===== src/rtl/controlador_microondas.sv =====
// controlador_microondas: central sequencer of the microwave oven.
// The controller does the following:
//   - captures BCD key digits into an MM:SS time register
//   - runs the cook countdown from a 1 Hz pulse
//   - drives the magnetron
//   - handles the door, start, stop and clear events
//
// Ports:
//   clk100Hz      in   100 Hz system clock, rising edge
//   resetn        in   asynchronous reset, active-low
//   digito[3:0]   in   BCD digit from the keypad encoder
//   loadn         in   encoder key-valid, active-low level
//   pgt_1Hz       in   1 Hz pulse (tick = 0->1 transition)
//   startn        in   start button, active-low level
//   stopn         in   stop/pause button, active-low level
//   clearn        in   clear button, active-low level
//   porta_fechada in   1 = door closed
//   enablen       out  encoder enable, active-low (low in IDLE/ENTRY)
//   min_dez/min_uni/seg_dez/seg_uni  out  BCD time digits MM:SS
//   magnetron     out  1 = heating
//   done          out  cook-finished indicator
//   estado[2:0]   out  IDLE=0, ENTRY=1, COOK=2, PAUSE=3, DONE=4
module controlador_microondas #(
  parameter int unsigned DONE_CYCLES   = 300,
  parameter int unsigned QUICK_SEC_DEZ = 3
) (
  input  logic       clk100Hz,
  input  logic       resetn,
  input  logic [3:0] digito,
  input  logic       loadn,
  input  logic       pgt_1Hz,
  input  logic       startn,
  input  logic       stopn,
  input  logic       clearn,
  input  logic       porta_fechada,
  output logic       enablen,
  output logic [3:0] min_dez,
  output logic [3:0] min_uni,
  output logic [3:0] seg_dez,
  output logic [3:0] seg_uni,
  output logic       magnetron,
  output logic       done,
  output logic [2:0] estado
);

  localparam logic [2:0] IDLE  = 3'd0;
  localparam logic [2:0] ENTRY = 3'd1;
  localparam logic [2:0] COOK  = 3'd2;
  localparam logic [2:0] PAUSE = 3'd3;
  localparam logic [2:0] DONE  = 3'd4;

  localparam int unsigned CNT_W = (DONE_CYCLES > 1) ? $clog2(DONE_CYCLES) : 1;

  logic [2:0]       r_state;
  logic [15:0]      r_time;  // {min_dez, min_uni, seg_dez, seg_uni}
  logic [CNT_W-1:0] r_cnt;
  logic             r_magnetron;
  logic             r_done;
  logic             r_enablen;
  logic             r_loadn;
  logic             r_startn;
  logic             r_stopn;
  logic             r_clearn;
  logic             r_pgt;

  logic [2:0]       w_state_d;
  logic [15:0]      w_time_d;
  logic [15:0]      w_time_dec;
  logic [CNT_W-1:0] w_cnt_d;
  logic             w_key;
  logic             w_start;
  logic             w_stop;
  logic             w_clear;
  logic             w_tick;

  // Events compare the previous sample with the current level, so each press
  // produces exactly one event on the first edge that sees it.
  assign w_key   = r_loadn  & ~loadn;
  assign w_start = r_startn & ~startn;
  assign w_stop  = r_stopn  & ~stopn;
  assign w_clear = r_clearn & ~clearn;
  assign w_tick  = ~r_pgt   & pgt_1Hz;

  // One-second BCD decrement; 00:00 stays put.
  always_comb begin
    w_time_dec = r_time;
    if (r_time[3:0] != 4'd0) begin
      w_time_dec[3:0] = r_time[3:0] - 4'd1;
    end else if (r_time[7:4] != 4'd0) begin
      w_time_dec[7:4] = r_time[7:4] - 4'd1;
      w_time_dec[3:0] = 4'd9;
    end else if (r_time[11:8] != 4'd0) begin
      w_time_dec[11:8] = r_time[11:8] - 4'd1;
      w_time_dec[7:0]  = 8'h59;
    end else if (r_time[15:12] != 4'd0) begin
      w_time_dec[15:12] = r_time[15:12] - 4'd1;
      w_time_dec[11:8]  = 4'd9;
      w_time_dec[7:0]   = 8'h59;
    end
  end

  // Event priority: clear > stop > door open > start > key > tick.
  always_comb begin
    w_state_d = r_state;
    w_time_d  = r_time;
    w_cnt_d   = r_cnt;
    unique case (r_state)
      IDLE, ENTRY: begin
        if (w_clear) begin
          w_state_d = IDLE;
          w_time_d  = 16'h0000;
        end else if (w_stop) begin
          w_state_d = r_state;
        end else if (w_start) begin
          if (porta_fechada) begin
            if (r_time != 16'h0000) begin
              w_state_d = COOK;
            end else if (r_state == IDLE) begin
              w_time_d  = {8'h00, 4'(QUICK_SEC_DEZ), 4'h0};
              w_state_d = COOK;
            end
          end
        end else if (w_key && (digito <= 4'd9)) begin
          w_time_d  = {r_time[11:0], digito};
          w_state_d = ENTRY;
        end
      end
      COOK: begin
        if (w_clear || w_stop || !porta_fechada) begin
          w_state_d = PAUSE;
        end else if (w_start || w_key) begin
          w_state_d = COOK;
        end else if (w_tick) begin
          w_time_d = w_time_dec;
          if (w_time_dec == 16'h0000) begin
            w_state_d = DONE;
            w_cnt_d   = '0;
          end
        end
      end
      PAUSE: begin
        if (w_clear || w_stop) begin
          w_state_d = IDLE;
          w_time_d  = 16'h0000;
        end else if (w_start && porta_fechada) begin
          w_state_d = COOK;
        end
      end
      DONE: begin
        w_time_d = 16'h0000;
        if (w_clear || w_stop || w_start) begin
          w_state_d = IDLE;
          w_cnt_d   = '0;
        end else if (r_cnt == CNT_W'(DONE_CYCLES - 1)) begin
          w_state_d = IDLE;
          w_cnt_d   = '0;
        end else begin
          w_cnt_d = r_cnt + CNT_W'(1);
        end
      end
      default: begin
        w_state_d = IDLE;
        w_time_d  = 16'h0000;
        w_cnt_d   = '0;
      end
    endcase
  end

  always_ff @(posedge clk100Hz or negedge resetn) begin
    if (!resetn) begin
      r_state     <= IDLE;
      r_time      <= 16'h0000;
      r_cnt       <= '0;
      r_magnetron <= 1'b0;
      r_done      <= 1'b0;
      r_enablen   <= 1'b0;
      r_loadn     <= 1'b1;
      r_startn    <= 1'b1;
      r_stopn     <= 1'b1;
      r_clearn    <= 1'b1;
      r_pgt       <= 1'b0;
    end else begin
      r_state     <= w_state_d;
      r_time      <= w_time_d;
      r_cnt       <= w_cnt_d;
      // Outputs are registered alongside the state so they switch on the same edge.
      r_magnetron <= (w_state_d == COOK);
      r_done      <= (w_state_d == DONE);
      r_enablen   <= (w_state_d != IDLE) && (w_state_d != ENTRY);
      r_loadn     <= loadn;
      r_startn    <= startn;
      r_stopn     <= stopn;
      r_clearn    <= clearn;
      r_pgt       <= pgt_1Hz;
    end
  end

  assign estado    = r_state;
  assign min_dez   = r_time[15:12];
  assign min_uni   = r_time[11:8];
  assign seg_dez   = r_time[7:4];
  assign seg_uni   = r_time[3:0];
  assign magnetron = r_magnetron;
  assign done      = r_done;
  assign enablen   = r_enablen;

endmodule


===== config.mk =====
export PLATFORM = sky130hd
export DESIGN_NAME = controlador_microondas
export DESIGN_NICKNAME = d
export VERILOG_FILES = /design/src/rtl/controlador_microondas.sv
export SDC_FILE = /design/constraint.sdc
export NUM_CORES = 1
export LEC_CHECK = 0
export CAP_MARGIN = 20
export CORE_UTILIZATION = 42
export CTS_BUF_LIST = sky130_fd_sc_hd__clkbuf_4
export CTS_CLUSTER_DIAMETER = 60
export DETAILED_ROUTE_END_ITERATION = 10
export PLACE_DENSITY = 0.71
export RECOVER_POWER = 100
export SLEW_MARGIN = 0
export SYNTH_ARGS = -nofsm -noshare
export SYNTH_HDL_FRONTEND = slang
export SYNTH_SLANG_ARGS = --single-unit

===== constraint.sdc =====
create_clock -name clk100Hz -period 8.7 [get_ports clk100Hz]
set_input_delay 0.87 -clock clk100Hz [delete_from_list [all_inputs] [get_ports clk100Hz]]
set_output_delay 0.87 -clock clk100Hz [all_outputs]
set_load 0.005 [all_outputs]

=== After elaboration in Yosys (flattened, before gate mapping) ===
Index checks and enable logic that the tools add are counted.
Widths: inputs -> output; s select.

* Input port bits: 12
* Bits in registers: 36

* Muxes and demuxes: 42
* Magnitude comparators: 1
* Equality and inequality tests: 18
* Bitwise operators: 11
* Reductions and logical operators: 20
* Add/subtract/negate cells: 5

{| class="wikitable"
|+ Operator list
! operator !! count
|-
| $mux 16 || 12
|-
| $mux 9 || 6
|-
| $pmux 16 s3 || 1
|-
| $mux 3 || 15
|-
| $pmux 9 s3 || 1
|-
| $mux 12 || 2
|-
| $logic_not 16->1 || 1
|-
| $mux 8 || 2
|-
| $ne 4x4->1 const B || 4
|-
| $reduce_bool 16->1 || 1
|-
| $reduce_bool 4->1 || 4
|-
| $sub 4x1->4 const B || 4
|-
| $pmux 3 s4 || 1
|-
| $ne 2x2->1 const B || 5
|-
| $add 9x1->9 const B || 1
|-
| $eq 3x2->1 const B || 3
|-
| $eq 9x9->1 const B || 1
|-
| $reduce_and 9->1 || 1
|-
| $mux 4 || 2
|-
| $eq 3x3->1 const B || 2
|-
| $not 1->1 || 6
|-
| $and 1x1->1 || 5
|-
| $reduce_and 5->1 || 1
|-
| $le 4x4->1 const B || 1
|-
| 10 further kinds || 15
|}

=== Longest topological paths before layout ===
Gate-level depths: netlist (run 1).

* Depth after elaboration: 13
* Mapped depth: 11

=== Least setup slack after synthesis (run 1) ===
No wires, ideal clock.

* Path kind: reg-to-reg
* From: reg r_time[4]
* To: reg r_enablen, in the netlist enablen
* Required time: 8.574 ns
* Arrival time: 3.019 ns
* Stages on the path, launching flop included: 11
* Path buffers: 1
* Slack: 5.555 ns
* Cell sequence: dfrtp_1 -> clkbuf_1 -> inv_1 -> ha_1 -> or3b_1 -> nor4_1 -> mux2i_1 -> nand3_1 -> or4_4 -> a211oi_2 -> nand2b_1

* Word-level cells in the longest chain between the ends: 12

{| class="wikitable"
|+ RTL lines
! item !! RTL line !! text
|-
| start: declaration || 55 || <nowiki>logic [15:0] r_time;</nowiki>
|-
| start signal: assignment || 184 || <nowiki>r_time <= w_time_d;</nowiki>
|-
| parallel branches: the longest is 9 deep, another holds $sub 4x1->4 || n/a ||
|-
| $pmux 3 s4 * || 107 || <nowiki>unique case (r_state)</nowiki>
|-
| $ne 3x1->1 / $reduce_bool 3->1 (equally long branches) || 189 || <nowiki>r_enablen <= (w_state_d != IDLE) && (w_state_d != ENTRY);</nowiki>
|-
| $logic_and 1x1->1 * || 189 ||
|-
| end signal: assignment || 189 ||
|-
| end: declaration || 59 || <nowiki>logic r_enablen;</nowiki>
|}

Mark *: on every way between the ends.
A chain may end at the register's enable or synchronous reset.

=== Final worst setup path (run 1) ===
* From: reg r_time[0]
* To: reg r_cnt[2]

* Word-level cells in the longest chain between the ends: 7

{| class="wikitable"
|+ RTL lines
! item !! RTL line !! text
|-
| parallel branches: the longest is 4 deep, another holds $sub 4x1->4 || n/a ||
|-
| $logic_not 16->1 * || 135 || <nowiki>if (w_time_dec == 16'h0000) begin</nowiki>
|-
| $ne 2x2->1 (no line) * || n/a ||
|-
| $reduce_and 5->1 (no line) * || n/a ||
|-
| end signal: assignment || 185 || <nowiki>r_cnt <= w_cnt_d;</nowiki>
|-
| end: declaration || 56 || <nowiki>logic [CNT_W-1:0] r_cnt;</nowiki>
|}

Marked as above.

==> impl_metrics.toml, run 1 <==
[global_route]
grt_max_degree = 37
grt_pass1_wl_um = 10740
antenna_found_initial = 0
grtUsageTotal_pct = 21.89
overflow = 0
grt_pass1_vias = 2233

[cells_and_area]
antennaDiodeCount = 0
fill_cells = 562
area_delta_synth_final_pct = 15.08
layout_commonest_cell = "dfrtp_1"
multiInputGateArea_um2 = 1384
layout-drive-gt1-share_pct = 5.882
regArea_um2 = 905.9
layout_common_cells = "dfrtp_1 (32), nor2_1 (29), a21oi_1 (29), dlygate4sd3_1 (28)"
final_nets = 340
fin_area_um2 = 2855

[placement]
portBuffers = 33
pre_cts_ws_ns = 5.001
gp_congestion = 0.9125
hpwl_um = 4526
dpl_cell_area_um2 = 2845

[sta]
rsz0062_at_grt = "no"
tightest_slew_ns = 1.910
drv_slew = 53
min_period_ns = 4.788
finalCritPeriodShare_pct = 55.03
skew_ns = 0.01365
hold_viol = 0
fin_tns_setup_ns = 0
setup-violations-final = 0
fin_ws_ns = 3.912
fmax_mhz = 208.9
max_slew_margin_pct = -27.32

[floorplan]
row_count = 27
start_util_pct = 44.24
die_h_um = 78.86
die_area_um2 = 6219
boundaryPins = 34
core_area_um2 = 5608
die_width_um = 78.86

[pwr]
ir_drop_uv = 197.8
p_int_uw = 488.5
switching_share_pct = 46.78
power.density_nw_per_um2 = 321.4
p_switching_uw = 429.3
pwr-share-comb_pct = 54.3
pwr-share-clk_pct = 13.5
leakage_nw = 1.165
seqPwrFrac_pct = 32.2

[cts]
clock-root-buffer = "clkbuf_4"
post_cts_buffers = 0
clk_pin_slew_ns = 0.12
cts.sinks = 36
cts_resized = 0
worstSkewPairLatency_ns = 0.35
tritoncts = "yes"
htree_levels = 2
numCtsBuffers = 5
cts_buffer_depth = 2
postCtsHoldBufs = 0

[routing]
via_per_inst = 6.152
wl_per_cell_um = 16.47
ant_nets = 0
routed_wl_um = 6504
drc = 0
via_count = 2430
drt_first_pass_iters = 6
drtIter0Drc = 178

[yosys]
synth_top_area_share_pct = 32.27
yosys-top-cells-area = "dfrtp_1 (32%), a21oi_1 (5.8%), o21ai_0 (4.4%)"
synthArstFlopShare_pct = 100.0
ys.flop_type = "dfrtp_1"
synth-edff-count = 0
ys_warn_count = 0
yosysUniqueCellTypes = 55
synth.largest_area_cell = "dfrtp_1"
seq_area_frac_synth_pct = 36.51
synth_area_um2 = 2481
syn_area_per_cell_um2 = 8.354
synthCells = 297
synth_nets = 315
ys_seq_elements = 36

[setup_path]
cp.arrival_ns = 4.99
critPathMaxFanout = 15
setup.worst_path.start_class = "flip-flop"
worst-setup-path-type = "reg -> reg"
reg2regPathDepth = 9
crit_path_end_kind = "flip-flop"
cp.required_ns = 8.90

[job]
cap_violations = 2

[hold_path]
hold_path_class = "reg -> reg"
whs_path_depth = 1

[status]
violations = "capacitance limit, slew limit"
run_status = "finished with violations"
per-layer routing:
| metal | global-route usage [%] | vias to the layer above | part of all wire, % |
|---|---|---|---|
| met4 | 5.455 | 0 | 1.5 |
| met1 | 30.10 | 1175 | 46 |
| met5 | 0 | - | 0 |
| met3 | 4.368 | 11 | 6.2 |
| li1 | - | 1143 | - |
| met2 | 35.22 | 101 | 46 |
sequential cells by signal, summed over array words and instances, names as in the netlist:
register / cells
r_time: 16
r_startn: 1
r_cnt: 9
r_stopn: 1
enablen: 1
r_loadn: 1
done: 1
r_pgt: 1
magnetron: 1
estado: 3
r_clearn: 1
worst max-delay path, stage by stage (launching register included):
cell,delay [ns]
dfrtp_1,0.45
inv_1,0.16
ha_1,0.24
nor3b_1,1.33
a31oi_1,0.31
a41oi_1,0.29
nand3_1,0.11
or4_1,0.48
nor4_1,1.06
a31oi_1,0.20
cells by family (layout without fill, tap and decap cells):
| group | count (synthesis) | after routing | synth area share, % |
|---|---|---|---|
| simple gates | 122 | 122 | 27.38 |
| fa+ha+maj | 6 | 6 | 3.026 |
| compound gates | 97 | 97 | 25.52 |
| buf+inv | 31 | 57 | 5.496 |
| flops | 36 | 36 | 36.51 |
| mux | 5 | 5 | 2.068 |
power groups by stage:
stage / Sequential (mW) / Combinational [mW] / Clock [mW]
floorplan: 0.262 / 0.386 / 0
global placement: 0.298 / 0.521 / 0
detailed placement: 0.300 / 0.531 / 0
CTS: 0.297 / 0.535 / 0.127
global route: 0.306 / 0.552 / 0.133
finish: 0.296 / 0.498 / 0.124
cell type report:
| cell class | instances | area share (%) |
|---|---|---|
| clock inverters | 2 | 1.227 |
| repair buffers | 37 | 12.27 |
| well taps | 72 | 3.155 |
| clock buffers | 6 | 1.578 |
| multi-input cells | 230 | 48.47 |
| flip-flops and latches | 36 | 31.73 |
| inverters | 12 | 1.578 |
final timing paths:
path | to | startpoint | slack [ns]
max | r_cnt[2] | r_time[0] | 3.91
max reg2reg | r_cnt[2] | r_time[0] | 3.91
min reg2reg | r_cnt[0] | r_cnt[0] | 0.52
min | r_cnt[0] | r_cnt[0] | 0.52
min in group asynchronous | r_cnt[5] | resetn | 1.57
max in group asynchronous | r_time[9] | resetn | 6.02
synth_stat cells, types with 3 or more instances:
cell type  count
clkbuf_1      12
nor2b_1        6
ha_1           6
o31ai_1        5
mux2i_1        4
dfrtp_1       32
nand2_1       23
nor2_1        29
or3b_1         3
nand4_1        5
buf_2          4
o21ai_0       22
nand3_1        7
nand2b_1      12
a31oi_1       12
nor3_1        11
a22o_1         3
and3_1         7
inv_1         12
nor3b_1        8
dfstp_2        4
a21oi_1       29
per-stage QoR:
step | total power, mW | cells | utilization [%] | hold slack [ns]
floorplan | 0.6476 | 297 | - | 0.4718
global placement | 0.8193 | 386 | 50.74 | 0.4949
detailed placement | 0.8308 | 386 | 50.74 | 0.5005
CTS | 0.9595 | 394 | 52.16 | 0.5193
global route | 0.9912 | 395 | 50.91 | 0.5445
finish | 0.9178 | 395 | 50.91 | 0.5199
Power figures use the tool's default switching activity.
==> inputs of run 2 (changes only) <==
==> constraint.sdc (replaced) <==
create_clock -name clk100Hz -period 4.5 [get_ports clk100Hz]
set_input_delay 0.45 -clock clk100Hz [delete_from_list [all_inputs] [get_ports clk100Hz]]
set_output_delay 0.45 -clock clk100Hz [all_outputs]
set_load 0.005 [all_outputs]
==> impl_metrics.toml, run 2 (synthesized netlist as in run 1, its figures left out) <==
[cts]
cts_resized = 0
htree_levels = 2
cts.sinks = 36
worstSkewPairLatency_ns = 0.36
cts_buffer_depth = 2
numCtsBuffers = 5
clock-root-buffer = "clkbuf_4"
postCtsHoldBufs = 0
clk_pin_slew_ns = 0.12
tritoncts = "yes"
post_cts_buffers = 0

[sta]
hold_viol = 0
finalCritPeriodShare_pct = 83.27
skew_ns = 0.01670
setup-violations-final = 0
fin_ws_ns = 0.7530
fmax_mhz = 266.9
drv_slew = 37
rsz0062_at_grt = "no"
fin_tns_setup_ns = 0
holdWs_ns = 0.5241
min_period_ns = 3.747
tightest_slew_ns = 1.968
max_slew_margin_pct = -31.23

[setup_path]
critPathMaxFanout = 11
cp.arrival_ns = 3.99
reg2reg_from = "r_time[0]"
crit_path_end_kind = "flip-flop"
cp.required_ns = 4.74
setup.worst_path.start = "r_time[0]"
setup.worst_path.start_class = "flip-flop"
worst-setup-path-type = "reg -> reg"

[floorplan]
die_width_um = 78.86
boundaryPins = 34
die_area_um2 = 6219
core_area_um2 = 5608
die_h_um = 78.86
row_count = 27
start_util_pct = 44.24

[pwr]
ir_drop_uv = 306.1
leakage_nw = 1.174
total_power_mw = 1.793
power.density_nw_per_um2 = 620.0

[routing]
routed_wl_um = 6367
via_per_inst = 6.035
drc = 0
drt_first_pass_iters = 5
via_count = 2390
drtIter0Drc = 156
wl_per_cell_um = 16.08
ant_nets = 0

[cells_and_area]
layout-drive-gt1-share_pct = 7.099
layout_commonest_cell = "dfrtp_1"
antennaDiodeCount = 0
regArea_um2 = 905.9
largest_reg_flops = 16
multiInputGateArea_um2 = 1414
layout_common_cells = "dfrtp_1 (32), nor2_1 (29), a21oi_1 (29), dlygate4sd3_1 (28), o21ai_0 (24)"
final_nets = 341
area_delta_synth_final_pct = 16.59
fill_cells = 541
regMostFlops = "r_time"
final_util_pct = 51.58

[hold_path]
min_from = "r_cnt[0]"
hold_path_class = "reg -> reg"

[global_route]
overflow = 0
grt_pass1_vias = 2205
grt_max_degree = 37
antenna_found_initial = 0
grt_pass1_wl_um = 10710
grtUsageTotal_pct = 21.71

[status]
violations = "capacitance limit, slew limit"
run_status = "finished with violations"

[placement]
portBuffers = 33
pre_cts_ws_ns = 0.8120
gp_congestion = 0.8809
hpwl_um = 4518

[job]
cap_violations = 1
run 2: area by class of cell:
type | count | share of cell area, %
flip-flops and latches | 36 | 31.31
clock inverters | 2 | 1.211
multi-input cells | 230 | 48.88
repair buffers | 38 | 12.37
well taps | 72 | 3.114
clock buffers | 6 | 1.557
inverters | 12 | 1.557
run 2: stage by stage:
stage                     instance area, um^2  std cells
after global placement                   2853        387
after CTS                                2933        395
after floorplan                          2481        297
final                                    2893        396
after global routing                     2893        396
after detailed placement                 2853        387
run 2: critical path, stage by stage, from the launching register on:
cell       delay (ns)
dfrtp_1          0.45
inv_1            0.16
ha_1             0.23
or3b_1           0.50
nor4_1           0.72
a41o_1           0.28
a21oi_1          0.10
a2111oi_4        0.60
o21ai_0          0.29
a22o_1           0.30
run 2: path summary, 6_finish.rpt:
kind                       slack [ns]  depth (start not counted)          to
min                              0.52                          1    r_cnt[0]
min reg2reg                      0.52                          1    r_cnt[0]
max                              0.75                          9  r_time[12]
max reg2reg                      0.75                          9  r_time[12]
min in group asynchronous        1.16                          2   r_time[1]
max in group asynchronous        2.19                          2   r_time[9]
run 2: power breakdown:
part	switching [mW]	total, mW	internal, mW
clock network	0.120	0.242	0.123
logic	0.556	0.981	0.425
registers	0.158	0.570	0.412
total	0.833	1.79	0.960
run 2: routing by layer:
| layer | vias up | global-route usage [%] | wire, um |
|---|---|---|---|
| li1 | 1158 | - | - |
| met2 | 88 | 33.39 | 2933 |
| met5 | - | 0 | 0 |
| met4 | 0 | 7.636 | 85 |
| met1 | 1137 | 30.55 | 2985 |
| met3 | 7 | 3.793 | 362 |
==> inputs of run 3 (changes only) <==
==> constraint.sdc (replaced) <==
create_clock -name clk100Hz -period 3.82 [get_ports clk100Hz]
set_input_delay 0.382 -clock clk100Hz [delete_from_list [all_inputs] [get_ports clk100Hz]]
set_output_delay 0.382 -clock clk100Hz [all_outputs]
set_load 0.005 [all_outputs]
==> impl_metrics.toml, run 3 (synthesized netlist as in run 1, its figures left out) <==
[cells_and_area]
largest_reg_flops = 16
regMostFlops = "r_time"
fin_area_um2 = 2949
multiInputGateArea_um2 = 1449
area_delta_synth_final_pct = 18.86
final_util_pct = 52.59
layout_common_cells = "dfrtp_1 (32), nor2_1 (29), a21oi_1 (29), dlygate4sd3_1 (27)"
fill_cells = 532
regArea_um2 = 905.9
layout-drive-gt1-share_pct = 8.869
antennaDiodeCount = 0
layout_commonest_cell = "dfrtp_1"
final_nets = 344

[pwr]
total_power_mw = 2.151
ir_drop_uv = 393.9
pwr-share-clk_pct = 12.9
leakage_nw = 1.198
switching_share_pct = 46.44
p_switching_uw = 998.7
power.density_nw_per_um2 = 729.3
seqPwrFrac_pct = 31.0
p_int_mw = 1.152
pwr-share-comb_pct = 56.0

[cts]
clock-root-buffer = "clkbuf_4"
htree_levels = 2
cts.sinks = 36
worstSkewPairLatency_ns = 0.34
numCtsBuffers = 5
tritoncts = "yes"
cts_buffer_depth = 2
post_cts_buffers = 0
clk_pin_slew_ns = 0.12

[global_route]
grt_pass1_vias = 2251
overflow = 0
grtUsageTotal_pct = 21.80
grt_pass1_wl_um = 10700
grt_max_degree = 37
antenna_found_initial = 0

[floorplan]
core_area_um2 = 5608
row_count = 27
boundaryPins = 34
die_h_um = 78.86
start_util_pct = 44.24
die_width_um = 78.86
die_area_um2 = 6219

[setup_path]
cp.required_ns = 4.08
critPathMaxFanout = 12
path_cells = "inv_1, ha_1, or3b_1, nor4_2, a41o_1, a21oi_1, a2111oi_4, buf_4, nor2_1, a31oi_1"
setup.worst_path.start_class = "flip-flop"
slowest_delay_ns = 0.60
r2r_end = "r_time[11]"
reg2regPathDepth = 10
cp_top_family = "simple AND/OR/NAND/NOR gates"
worst-setup-path-type = "reg -> reg"
cp.arrival_ns = 3.75
crit_slowest_cell = "a2111oi_4"
reg2reg_from = "r_time[0]"
rrSetupSlack_ns = 0.33
crit_path_end_kind = "flip-flop"
path_buf_inv = 2
path_depth = 10

[placement]
hpwl_um = 4350
gp_congestion = 0.9460
pre_cts_ws_ns = 0.2112
portBuffers = 33
dpl_cell_area_um2 = 2875

[hold_path]
hold_path_class = "reg -> reg"
whs_path_depth = 1
min_from = "r_cnt[8]"
hold_end = "r_cnt[8]"

[sta]
skew_ns = 0.008650
drv_slew = 37
rsz0062_at_grt = "no"
min_period_ns = 3.491
fin_ws_ns = 0.3294
tightest_slew_ns = 1.890
finalCritPeriodShare_pct = 91.38
fmax_mhz = 286.5
hold_viol = 0
max_slew_margin_pct = -26.00
fin_tns_setup_ns = 0
setup-violations-final = 0

[routing]
ant_nets = 0
drt_first_pass_iters = 5
drtIter0Drc = 170
drc = 0
routed_wl_um = 6238
via_count = 2339
via_per_inst = 5.862
wl_per_cell_um = 15.63

[job]
cap_violations = 1

[status]
run_status = "finished with violations"
violations = "capacitance limit, slew limit"
-- run 3: changes by cell type in the layout (fill, tap and decap cells not counted), sizes merged --
| cell | change |
|---|---|
| clkdlybuf4s50 | +1 |
| clkbuf | +2 |
| buf | +1 |
| dlygate4sd3 | -1 |
-- run 3: cell type report --
class | instances | share of cell area [%]
well taps | 72 | 3.055
clock inverters | 2 | 1.188
clock buffers | 6 | 1.527
multi-input cells | 230 | 49.13
inverters | 12 | 1.527
repair buffers | 41 | 12.86
flip-flops and latches | 36 | 30.72
-- run 3: timing repair --
item,CTS,global route
endpoints found under the hold margin,0,0
resized for setup,0,1
setup endpoints to repair,0,5
hold buffers,0,0
-- run 3: worst max-delay path by stage --
stage / startpoint / endpoint / slack (ns)
after floorplan: r_time[4] / enablen / 0.67
after global placement: r_time[5] / r_cnt[2] / 0.32
after CTS: r_time[5] / r_cnt[0] / 0.15
after global routing: r_time[0] / r_time[14] / 0.07
after detailed placement: r_time[5] / r_cnt[3] / 0.21
final: r_time[0] / r_time[11] / 0.33
-- run 3: worst reg2reg max path, cell delays in order, from the launching register on --
cell       delay, ns
dfrtp_1         0.46
inv_1           0.17
ha_1            0.25
or3b_1          0.53
nor4_2          0.56
a41o_1          0.24
a21oi_1         0.10
a2111oi_4       0.60
buf_4           0.30
nor2_1          0.05
a31oi_1         0.15
-- run 3: metrics by stage --
stage,hold slack [ns],instances
detailed placement,0.4990,390
CTS,0.4448,398
global route,0.5617,399
finish,0.5178,399
global placement,0.4957,390
floorplan,0.08641,297
-- run 3: power by group through the flow --
stage                     logic (mW)  registers [mW]  clock network, mW
after floorplan                0.878           0.597                  0
after global placement          1.21           0.670                  0
after detailed placement        1.21           0.670                  0
after CTS                       1.23           0.666              0.288
after global routing            1.34           0.693              0.306
final                           1.21           0.667              0.278
-- run 3: metal layers --
metal	GRT usage [%]	wire [um]	vias up
met4	6.727	105	0
met2	35.39	2937	79
li1	-	-	1151
met5	0	0	-
met3	3.678	296	13
met1	29.62	2898	1096
